**config.mk**
```make
export PLATFORM = sky130hd
export DESIGN_NAME = sb_core
export DESIGN_NICKNAME = d
export VERILOG_FILES = /design/src/rtl/spix_pkg.sv /design/src/rtl/sb_round.sv /design/src/rtl/sb_core.sv
export SDC_FILE = /design/constraint.sdc
export NUM_CORES = 1
export LEC_CHECK = 0
export ABC_AREA = 1
export ABC_CLOCK_PERIOD_IN_PS = 2000
export CORE_UTILIZATION = 57
export DETAILED_ROUTE_END_ITERATION = 10
export DONT_BUFFER_PORTS = 1
export PLACE_DENSITY = 0.74
export SLEW_MARGIN = 10
export SYNTH_ARGS = -nofsm -noshare
export SYNTH_HDL_FRONTEND = slang
export SYNTH_SLANG_ARGS = --single-unit
```
**constraint.sdc**
```tcl
create_clock -name clk -period 2 [get_ports clk]
set_input_delay 0.4 -clock clk [delete_from_list [all_inputs] [get_ports clk]]
set_output_delay 0.4 -clock clk [all_outputs]
set_load 0.05 [all_outputs]
```
**src/rtl/spix_pkg.sv**
```systemverilog
// Shared definitions for the SPIX/sLiSCP SB-box datapath: rotation amounts and FSM state encoding.
package spix_pkg;
   localparam int SB_ROT_A = 5;
   localparam int SB_ROT_B = 1;

   typedef enum logic [1:0] {IDLE, RUN, DONE} sb_state_t;
endpackage

```
**src/rtl/sb_round.sv**
```systemverilog
// One Simeck-style Feistel round, purely combinational; rotations wrap modulo W.
module sb_round
   import spix_pkg::*;
#(
   parameter int W = 32
) (
   input  logic [W-1:0] l,
   input  logic [W-1:0] r,
   input  logic         rc_bit,
   output logic [W-1:0] l_nxt,
   output logic [W-1:0] r_nxt
);
   localparam int RA = SB_ROT_A % W;
   localparam int RB = SB_ROT_B % W;

   logic [W-1:0] rot_a;
   logic [W-1:0] rot_b;
   logic [W-1:0] c;

   // a zero rotation degenerates cleanly: the right shift by W yields 0
   assign rot_a = (l << RA) | (l >> (W - RA));
   assign rot_b = (l << RB) | (l >> (W - RB));
   assign c     = {{(W-1){1'b1}}, rc_bit};

   assign l_nxt = (rot_a & l) ^ rot_b ^ r ^ c;
   assign r_nxt = l;
endmodule

```
**src/rtl/sb_core.sv**
```systemverilog
// Parametrised SB box: ROUNDS Feistel rounds on a 2W-bit word, UNROLL rounds per clock,
// valid/ready on both sides with back-to-back acceptance out of DONE.
//
//   state | meaning
//   IDLE  | waiting for a word, in_ready high
//   RUN   | UNROLL rounds applied per cycle, cnt tracks the first round of the group
//   DONE  | result held on x_out until out_ready; may accept the next word
module sb_core
   import spix_pkg::*;
#(
   parameter int W      = 32,
   parameter int ROUNDS = 8,
   parameter int UNROLL = 2
) (
   input  logic              clk,
   input  logic              rst,
   input  logic              in_valid,
   output logic              in_ready,
   input  logic [2*W-1:0]    x_in,
   input  logic [ROUNDS-1:0] rc,
   output logic              out_valid,
   input  logic              out_ready,
   output logic [2*W-1:0]    x_out
);
   localparam int CW = $clog2(ROUNDS) + 1;
   localparam logic [CW-1:0] CNT_LAST = CW'(ROUNDS - UNROLL);
   localparam logic [CW-1:0] CNT_STEP = CW'(UNROLL);

   if (ROUNDS < 1 || UNROLL < 1 || (ROUNDS % UNROLL) != 0) begin : g_bad_cfg
      $error("sb_core: UNROLL must be >= 1 and divide ROUNDS");
   end

   sb_state_t         state, state_d;
   logic [2*W-1:0]    x_q;
   logic [ROUNDS-1:0] rc_q;
   logic [UNROLL-1:0] rc_win;
   logic [CW-1:0]     cnt;
   logic              accept;
   logic [W-1:0]      l_ch [UNROLL+1];
   logic [W-1:0]      r_ch [UNROLL+1];

   assign l_ch[0] = x_q[2*W-1:W];
   assign r_ch[0] = x_q[W-1:0];
   assign rc_win  = UNROLL'(rc_q >> cnt);

   for (genvar j = 0; j < UNROLL; j++) begin : g_round
      sb_round #(.W(W)) u_round (
         .l      (l_ch[j]),
         .r      (r_ch[j]),
         .rc_bit (rc_win[j]),
         .l_nxt  (l_ch[j+1]),
         .r_nxt  (r_ch[j+1])
      );
   end

   assign accept = in_valid & in_ready;
   assign x_out  = x_q;

   always_ff @(posedge clk) begin
      if (rst) begin
         state <= IDLE;
         x_q   <= '0;
         rc_q  <= '0;
         cnt   <= '0;
      end else begin
         state <= state_d;
         if (accept) begin
            x_q  <= x_in;
            rc_q <= rc;
            cnt  <= '0;
         end else if (state == RUN) begin
            x_q <= {l_ch[UNROLL], r_ch[UNROLL]};
            if (cnt != CNT_LAST) begin
               cnt <= cnt + CNT_STEP;
            end
         end
      end
   end

   always_comb begin
      state_d = state;
      case (state)
         IDLE:    if (in_valid) state_d = RUN;
         RUN:     if (cnt == CNT_LAST) state_d = DONE;
         DONE:    if (out_ready) state_d = in_valid ? RUN : IDLE;
         default: state_d = IDLE;
      endcase
   end

   always_comb begin
      in_ready  = (state == IDLE) || ((state == DONE) && out_ready);
      out_valid = (state == DONE);
   end
endmodule

```
=== Yosys cells after proc, flatten, opt, wreduce, memory -nomap -nowiden ===
Index checks and enable logic that the tools add are counted.

* Input bits: 76
* Logic and storage cells: 40
* Flip-flop bits (word level): 78
* Output and inout port bits: 66

* Equal/unequal tests: 7
* Muxes and demuxes: 7
* Shift operators: 1
* Reduce and logical (&&, ||, !) cells: 7
* Add/subtract/negate cells: 1
* Bitwise operators: 13

{| class="wikitable"
|+ Operators with widths
! cell !! number
|-
| 32-bit bitwise XOR || 6
|-
| 64-bit two-way mux || 2
|-
| 32-bit bitwise AND || 2
|-
| 32-bit by 1-bit OR with 32-bit output || 2
|-
| 32-bit by 5-bit OR with 32-bit output || 2
|-
| 8-bit by 4-bit right shift with 2-bit output || 1
|-
| 2-bit two-way mux || 3
|-
| 2-bit case mux with 3 select lines || 1
|-
| 4-bit by 2-bit adder with 4-bit output, second input constant || 1
|-
| 4-bit by 3-bit == test with 1-bit output, second input constant || 1
|-
| 2-bit by 1-bit inequality test with 1-bit output, second input constant || 2
|-
| 4-bit by 3-bit inequality test with 1-bit output, second input constant || 1
|-
| 3-bit AND reduction || 1
|-
| 2-bit by 1-bit == test with 1-bit output, second input constant || 1
|-
| 2-bit == test, second input constant || 1
|-
| 2-bit logical NOT || 1
|-
| 2-bit inequality test, second input constant || 1
|-
| 2-bit AND reduction || 1
|-
| 2-bit nonzero test || 1
|-
| 2-bit OR reduction || 1
|-
| 1-bit bitwise AND || 1
|-
| 1-bit logical AND || 1
|-
| 1-bit logical OR || 1
|-
| 1-bit two-way mux || 1
|}

=== Longest topological paths before layout ===
Gate-level depths: netlist of run 1.

* Depth after elaboration: 12
* Gate-level depth with buffers: 13
* Gate-level depth less buffers: 13

=== Hierarchy ===
From an unflattened synthesis of run 1, not the netlist that was laid out.

* Cell total of the unflattened synthesis: 1,373
* Area total of the unflattened synthesis: 7,544.7 um^2

{| class="wikitable"
|+ By module, submodules not included
! module !! times used !! cells each !! sequential area each (um^2) !! area each (um^2)
|-
| sb_core || 1 || 719 || 1,541.5 || 4,689.5
|-
| sb_round || 2 || 327 || 0.0 || 1,427.6
|}

=== Worst setup path before layout of run 1 ===
No wires, ideal clock.

* Path type: flip-flop to flip-flop
* Start: register x_q[35] (netlist: x_out[35])
* End: register x_q[41] (netlist: x_out[41])
* Path slack: 0.086 ns
* Arrival: 1.781 ns
* Cell stages (with the launch flop): 10
* Library setup time: 0.132 ns
* Buffers on the path: 1
* Clock period less this slack: 1.914 ns
* Required time: 1.868 ns
* Cells stage by stage: dfxtp_1 buf_2 nand2_1 xor2_2 xor2_1 nand2_1 nand2_1 nand3_1 nand3_1 a21oi_1

* Word-level cells in the longest chain between the ends: 11
* Elaborated cells between the ends (all ways): 14
* Classes of those cells: mux: 2; bitwise: 12

{| class="wikitable"
|+ Ends and longest elaborated chain
! what !! RTL line !! text
|-
| start: declaration || sb_core.sv:34 || <nowiki>logic [2*W-1:0] x_q;</nowiki>
|-
| start signal: assignment || sb_core.sv:68 || <nowiki>x_q <= x_in;</nowiki>
|-
| start signal: assignment || sb_core.sv:72 || <nowiki>x_q <= {l_ch[UNROLL], r_ch[UNROLL]};</nowiki>
|-
| 32-bit by 1-bit OR with 32-bit output or 32-bit by 5-bit OR with 32-bit output (tied branches) || sb_round.sv:22, sb_round.sv:21 ||
|-
| 32-bit bitwise XOR (*) (3 in a row) || sb_round.sv:25 || <nowiki>assign l_nxt = (rot_a & l) ^ rot_b ^ r ^ c;</nowiki>
|-
| 32-bit by 5-bit OR with 32-bit output or 32-bit bitwise XOR (tied branches) || sb_round.sv:21, sb_round.sv:25 ||
|-
| 32-bit bitwise AND or 32-bit by 1-bit OR with 32-bit output (tied branches) || sb_round.sv:25, sb_round.sv:22 ||
|-
| 32-bit bitwise XOR (*) (3 in a row) || sb_round.sv:25 ||
|-
| 64-bit two-way mux (*) || sb_core.sv:71 || <nowiki>end else if (state == RUN) begin</nowiki>
|-
| 64-bit two-way mux (*) || sb_core.sv:67 || <nowiki>if (accept) begin</nowiki>
|}

Mark *: on every way between the ends. The rest lies on a longest branch, timed or not. The select of a mux whose other input is x is not followed.
A chain may end at the register's enable or synchronous reset.

=== Final worst setup path of run 1 ===
* Start: register x_q[34] (netlist: x_out[34])
* End: register x_q[40] (netlist: x_out[40])

The elaborated chain is that of the path after synthesis.

==> results of run 1 <==
layer usage:
| layer | up-vias | share of wire, % | track usage (%) |
|---|---|---|---|
| li1 | 2910 | - | - |
| met1 | 2774 | 41 | 40.1 |
| met2 | 282 | 47 | 55.4 |
| met3 | 55 | 8.6 | 5.80 |
| met4 | 0 | 3.6 | 19.8 |
| met5 | - | 0 | 0 |
registers in the layout, summed over array words and instances (netlist names):
name	flops
x_out	64
cnt	3
rc_q	8
state	2
cell usage after synthesis, types with 2 or more instances:
cell type,instances
nor2_4,2
o211ai_1,5
nand2_1,281
dfxtp_1,77
a31oi_1,13
nand3_1,87
ha_1,2
xnor2_1,11
clkbuf_1,12
inv_1,138
xor2_1,50
buf_6,6
or2_2,3
o21ai_0,30
a211oi_1,2
nand3b_1,2
buf_2,13
o21ai_1,24
a221oi_1,2
o22ai_1,16
nor2_1,34
a21oi_1,46
xor2_2,21
nand4_1,2
worst reg2reg max path, stage by stage, from the launching register on:
cell and delay (ns):
dfxtp_1 0.47, nand2_1 0.13, xor2_1 0.27, xor2_1 0.40
nand2_1 0.14, nand2_1 0.11, nand3_1 0.07, nand3_1 0.09
a21oi_1 0.06
report_power, final:
| group | leakage (uW) | switching [uW] | internal (uW) |
|---|---|---|---|
| registers | 0.000636 | 345 | 1760 |
| clock network | 0.0000857 | 627 | 519 |
| logic | 0.00240 | 2530 | 1230 |
| total | 0.00312 | 3510 | 3500 |
kinds of logic after synthesis:
group                      Yosys count  synth area share [%]
xor gates and xnor gates            82                  15.5
adders and majority gates            2                 0.442
and+or+nand+nor                    415                  30.4
AOI/OAI and AO/OA                  141                  13.9
buffers and inverters              172                  12.5
DFF                                 77                  27.2
metrics by stage:
step | utilization [%] | total power, uW
after floorplan | - | 4880
after global placement | 65.1 | 5710
after detailed placement | 65.1 | 5840
after CTS | 66.9 | 6970
after global routing | 66.9 | 7440
final | 66.9 | 7010
worst max-delay path by stage:
stage	endpoint	slack, ns	cells after the start
after floorplan	x_out[41]	0.09	9
after global placement	x_out[53]	0.28	8
after detailed placement	x_out[40]	0.23	8
after CTS	x_out[40]	0.19	8
after global routing	x_out[58]	0.03	8
final	x_out[40]	0.15	8
cell type report:
type	count	area [um2]
Multi-Input combinational cell	640	3410
Fill cell	883	3210
Sequential cell	77	1540
Timing Repair Buffer	83	648
Inverter	141	532
Tap cell	133	166
Clock buffer	13	159
Clock inverter	3	20.0
placed cells by master, fill, tap and decap left out, types with 24 or more instances in the layout:
master,Yosys,layout
a21oi_1,46,46
buf_4,0,81
dfxtp_1,77,77
inv_1,138,138
nand2_1,281,281
nand3_1,87,87
nor2_1,34,34
o21ai_0,30,30
o21ai_1,24,24
xor2_1,50,50
==> out/metrics.csv, run 1 <==
metric,value,unit
skew,0.0109,ns
postCtsSetupBuffers,0,
yosysWarnings,0,
grt.total_usage,33.2,%
syn_to_final_growth,14.4,%
grt_max_degree,52,
numCtsBuffers,9,
holdBufCountCts,0,
crit_path_max_incr_delay,0.47,ns
cts_tree,built,
critPathSlowestCell,dfxtp_1,
worst-path-buf-inv,0,
drtIter0Drc,392,
period_needed,1.85,ns
grt_pass1_vias,5639,
synth-async-reset-ratio,0,%
placedCellCount,1074,
cts.path.max_buffers,2,
reg2reg_depth,8,
ioPinCount,142,
netlist_top_cells_area,"dfxtp_1, nand2_1, inv_1",
syn_nets,967,
rows,36,
setup_ws,0.155,ns
wirelength,16900,um
syn_area,0.00566,mm2
worstPathRequired,2.26,ns
antenna_cells,0,
h-tree-depth,3,
worstSetupStartpointType,flip-flop,
cp-end-kind,flip-flop,
start_util,58.5,%
dp_hpwl,13000,um
cpMostUsedCell,nand2_1,
whs_endpoint,x_out[54],
detail-route-antenna-nets,0,
drv_slew,0,
overflow,0,
antenna_found_initial,0,
routabilityCongestion,0.951,
reg2reg_setup_slack,0.15,ns
rsz0062_at_grt,no,
die_area,0.0103,mm2
finalSetupTns,0,ns
synth_cell_types,34,
fin_area,0.00648,mm2
fin_hold_ws,0.0810,ns
finalHoldViolCount,0,
routedWlPerCell,15.5,um
outcome,"finished, final reports clean",
ys.flop_type,dfxtp_1,
reg2reg_from,x_out[34],
holdPathStages,1,
synth_top_area_share,27.2,%
stdcell_count,1090,
startpoint,x_out[34],
avgSynthCellArea,6.37,um2
core_area,0.00968,mm2
min_path_type,in -> reg,
dr.pass1.iters,5,
worst_r2r_endpoint,x_out[40],
synth-edff-count,0,
fin_nets,1030,
p_leak,0.00312,uW
timing.final.crit_share,92.3,%
crit_type,reg -> reg,
cts.repair.resized,0,
cts_sinks,77,
vias_per_cell,5.52,
cap_viol_max_count,0,
dpl_worst_slack,0.233,ns
drive_gt1_share,13.5,%
critPathMaxFanout,4,
placement.cell_area,0.00630,mm2
irDropWorstVdd,0.000462,V
vias,6021,
synth_cells,889,
p_per_area,1080,mW/mm2
clkTransAtPathRegs,0.09,ns
worst_pin_slew,0.457,ns
synth_top_cell_by_area,dfxtp_1,
fmax,542,MHz
min_from,rst,
synth-seq-cells,77,
grt_pass1_wl,26500,um
io_buffers,0,
path_cells,"nand2_1, xor2_1, xor2_1, nand2_1, nand2_1, nand3_1, nand3_1, a21oi_1",
clk_latency,0.37,ns
die_w,102,um
die_h,102,um
cts_root_buf,clkbuf_8,
crit_family,XOR/XNOR gates,
ys_seq_area_share,27.2,%
relSlewSlack,69.3,%
drcViolationCount,0,
cp_data_arrival_time,2.11,ns
setup_viol,0,
(Power assumes the default switching activity.)
==> inputs of run 2 (changes only) <==
--- a/config.mk
+++ b/config.mk
@@ -7,11 +7,11 @@
 export LEC_CHECK = 0
 export ABC_AREA = 1
 export ABC_CLOCK_PERIOD_IN_PS = 2000
-export CORE_UTILIZATION = 57
+export CORE_UTILIZATION = 50
 export DETAILED_ROUTE_END_ITERATION = 10
 export DONT_BUFFER_PORTS = 1
-export PLACE_DENSITY = 0.74
-export SLEW_MARGIN = 10
+export PLACE_DENSITY = 0.67
+export SLEW_MARGIN = 20
 export SYNTH_ARGS = -nofsm -noshare
 export SYNTH_HDL_FRONTEND = slang
 export SYNTH_SLANG_ARGS = --single-unit
==> run 2 against run 1 <==
Wire length up 2.1%. Via count down 1.9%. Maximum frequency up 3.1%. Global-route usage down 2.5 points. Hold slack better by 0.037 ns. Combinational power about the same. Design area up 1.3%. Sequential power about the same. Sequential share of layout area down 0.30 points. Critical path depth down 1. Power up 8.6%. Largest cell class unchanged.
==> out/metrics.csv, run 2 (same netlist as run 1, synthesis figures left out) <==
metric,value,unit
drtIter0Drc,318,
whs_endpoint,x_out[30],
fin_nets,1025,
rows,38,
setup_ws,0.210,ns
holdBufCountCts,0,
holdPathStages,1,
min_path_type,in -> reg,
p_leak,0.00316,uW
die_w,108,um
worst_r2r_endpoint,x_out[61],
final_cell_mix,"nand2_1, inv_1, nand3_1",
wirelength,17300,um
syn_to_final_growth,15.9,%
worstPathRequired,2.28,ns
critPathMaxFanout,6,
cts.path.max_buffers,2,
finalHoldViolCount,0,
postCtsSetupBuffers,0,
reg2reg_from,x_out[51],
fmax,559,MHz
cp-end-kind,flip-flop,
relSlewSlack,65.5,%
start_util,51.8,%
ioPinCount,142,
cts_sinks,77,
outcome,"finished, final reports clean",
dr.pass1.iters,5,
overflow,0,
drive_gt1_share,13.1,%
numCtsBuffers,9,
dpl_worst_slack,0.193,ns
clkTransAtPathRegs,0.06,ns
rsz0062_at_grt,no,
grt_max_degree,52,
worst_pin_slew,0.517,ns
total_power,7610,uW
period_needed,1.79,ns
cap_viol_max_count,0,
die_area,0.0118,mm2
final_common_cell,nand2_1,
vias,5904,
die_h,108,um
largest_register_ffs,64,
core_area,0.0109,mm2
grt_pass1_vias,5802,
cts_root_buf,clkbuf_16,
cp_data_arrival_time,2.07,ns
vias_per_cell,5.41,
antenna_found_initial,0,
p_per_area,1160,mW/mm2
finalSetupTns,0,ns
antenna_cells,0,
min_from,rst,
irDropWorstVdd,0.000744,V
grt.total_usage,30.7,%
io_buffers,0,
crit_type,reg -> reg,
drv_slew,0,
cts_tree,built,
detail-route-antenna-nets,0,
reg2reg_setup_slack,0.21,ns
routabilityCongestion,0.911,
timing.final.crit_share,89.5,%
grt_pass1_wl,27800,um
drcViolationCount,0,
dp_hpwl,12800,um
skew,0.00578,ns
setup_viol,0,
reg2reg_depth,7,
fill_cells,1092,
worstSetupStartpointType,flip-flop,
routedWlPerCell,15.8,um
h-tree-depth,3,
clk_latency,0.35,ns
startpoint,x_out[51],
## run 2: cell count changes in the layout (fill, tap and decap cells not counted), moves of 2 or more
cell / before / now
buf_12: 2 / 0
bufinv_16: 0 / 2
clkinv_2: 1 / 3
clkinvlp_4: 2 / 0
clkbuf_16: 0 / 9
buf_4: 81 / 78
clkbuf_8: 11 / 0
## run 2: cell type report
class / count / area [um2] / area share [%]
clock inverters: 5 / 75.1 / 1.14
repair buffers: 78 / 586 / 8.92
multi-input cells: 640 / 3420 / 52.1
inverters: 141 / 532 / 8.10
flip-flops and latches: 77 / 1540 / 23.5
clock buffers: 11 / 233 / 3.55
well taps: 140 / 175 / 2.67
## run 2: per-stage QoR
step | util (%) | std cells | area [um2] | hold WS, ns
global route | 60.0 | 1092 | 6560 | 0.108
global placement | 57.1 | 1076 | 6250 | 0.446
CTS | 59.9 | 1092 | 6550 | 0.111
detailed placement | 57.1 | 1076 | 6250 | 0.449
floorplan | - | 889 | 5660 | 0.429
finish | 60.0 | 1092 | 6560 | 0.118
## run 2: repair_timing
action                                  4_1_cts  5_1_grt
endpoints found under the setup margin        0        1
hold endpoints to repair                      0        0
gates resized for setup                       0        1
## run 2: worst max-delay path by stage
stage           endpoint  slack, ns  cells after the start
6_report       x_out[61]       0.21                      7
4_1_cts        x_out[53]       0.18                      8
2_1_floorplan  x_out[41]       0.09                      9
5_1_grt        x_out[38]       0.04                      8
3_3_place_gp   x_out[53]       0.24                      8
3_5_place_dp   x_out[53]       0.19                      8
## run 2: per-layer routing
| layer | up-vias | wire (um) | GRT usage (%) |
|---|---|---|---|
| li1 | 2894 | - | - |
| met1 | 2729 | 7400 | 38.4 |
| met2 | 247 | 7990 | 50.5 |
| met3 | 34 | 1510 | 7.47 |
| met4 | 0 | 405 | 12.2 |
| met5 | - | 0 | 0 |
## run 2: report_power, final
| part | leakage, uW | total [uW] | internal [uW] | switching [uW] |
|---|---|---|---|---|
| Combinational | 0.00237 | 3750 | 1200 | 2550 |
| Clock | 0.000153 | 1770 | 1090 | 687 |
| Sequential | 0.000636 | 2090 | 1760 | 332 |
| Total | 0.00316 | 7610 | 4040 | 3570 |
## run 2: worst max-delay path, cell delays in order (launching register included)
cell and delay (ns):
dfxtp_1 0.53, nand2_1 0.11, xor2_1 0.24, xor2_1 0.34
nor2_1 0.12, a21oi_1 0.14, o21ai_0 0.11, a21oi_1 0.12
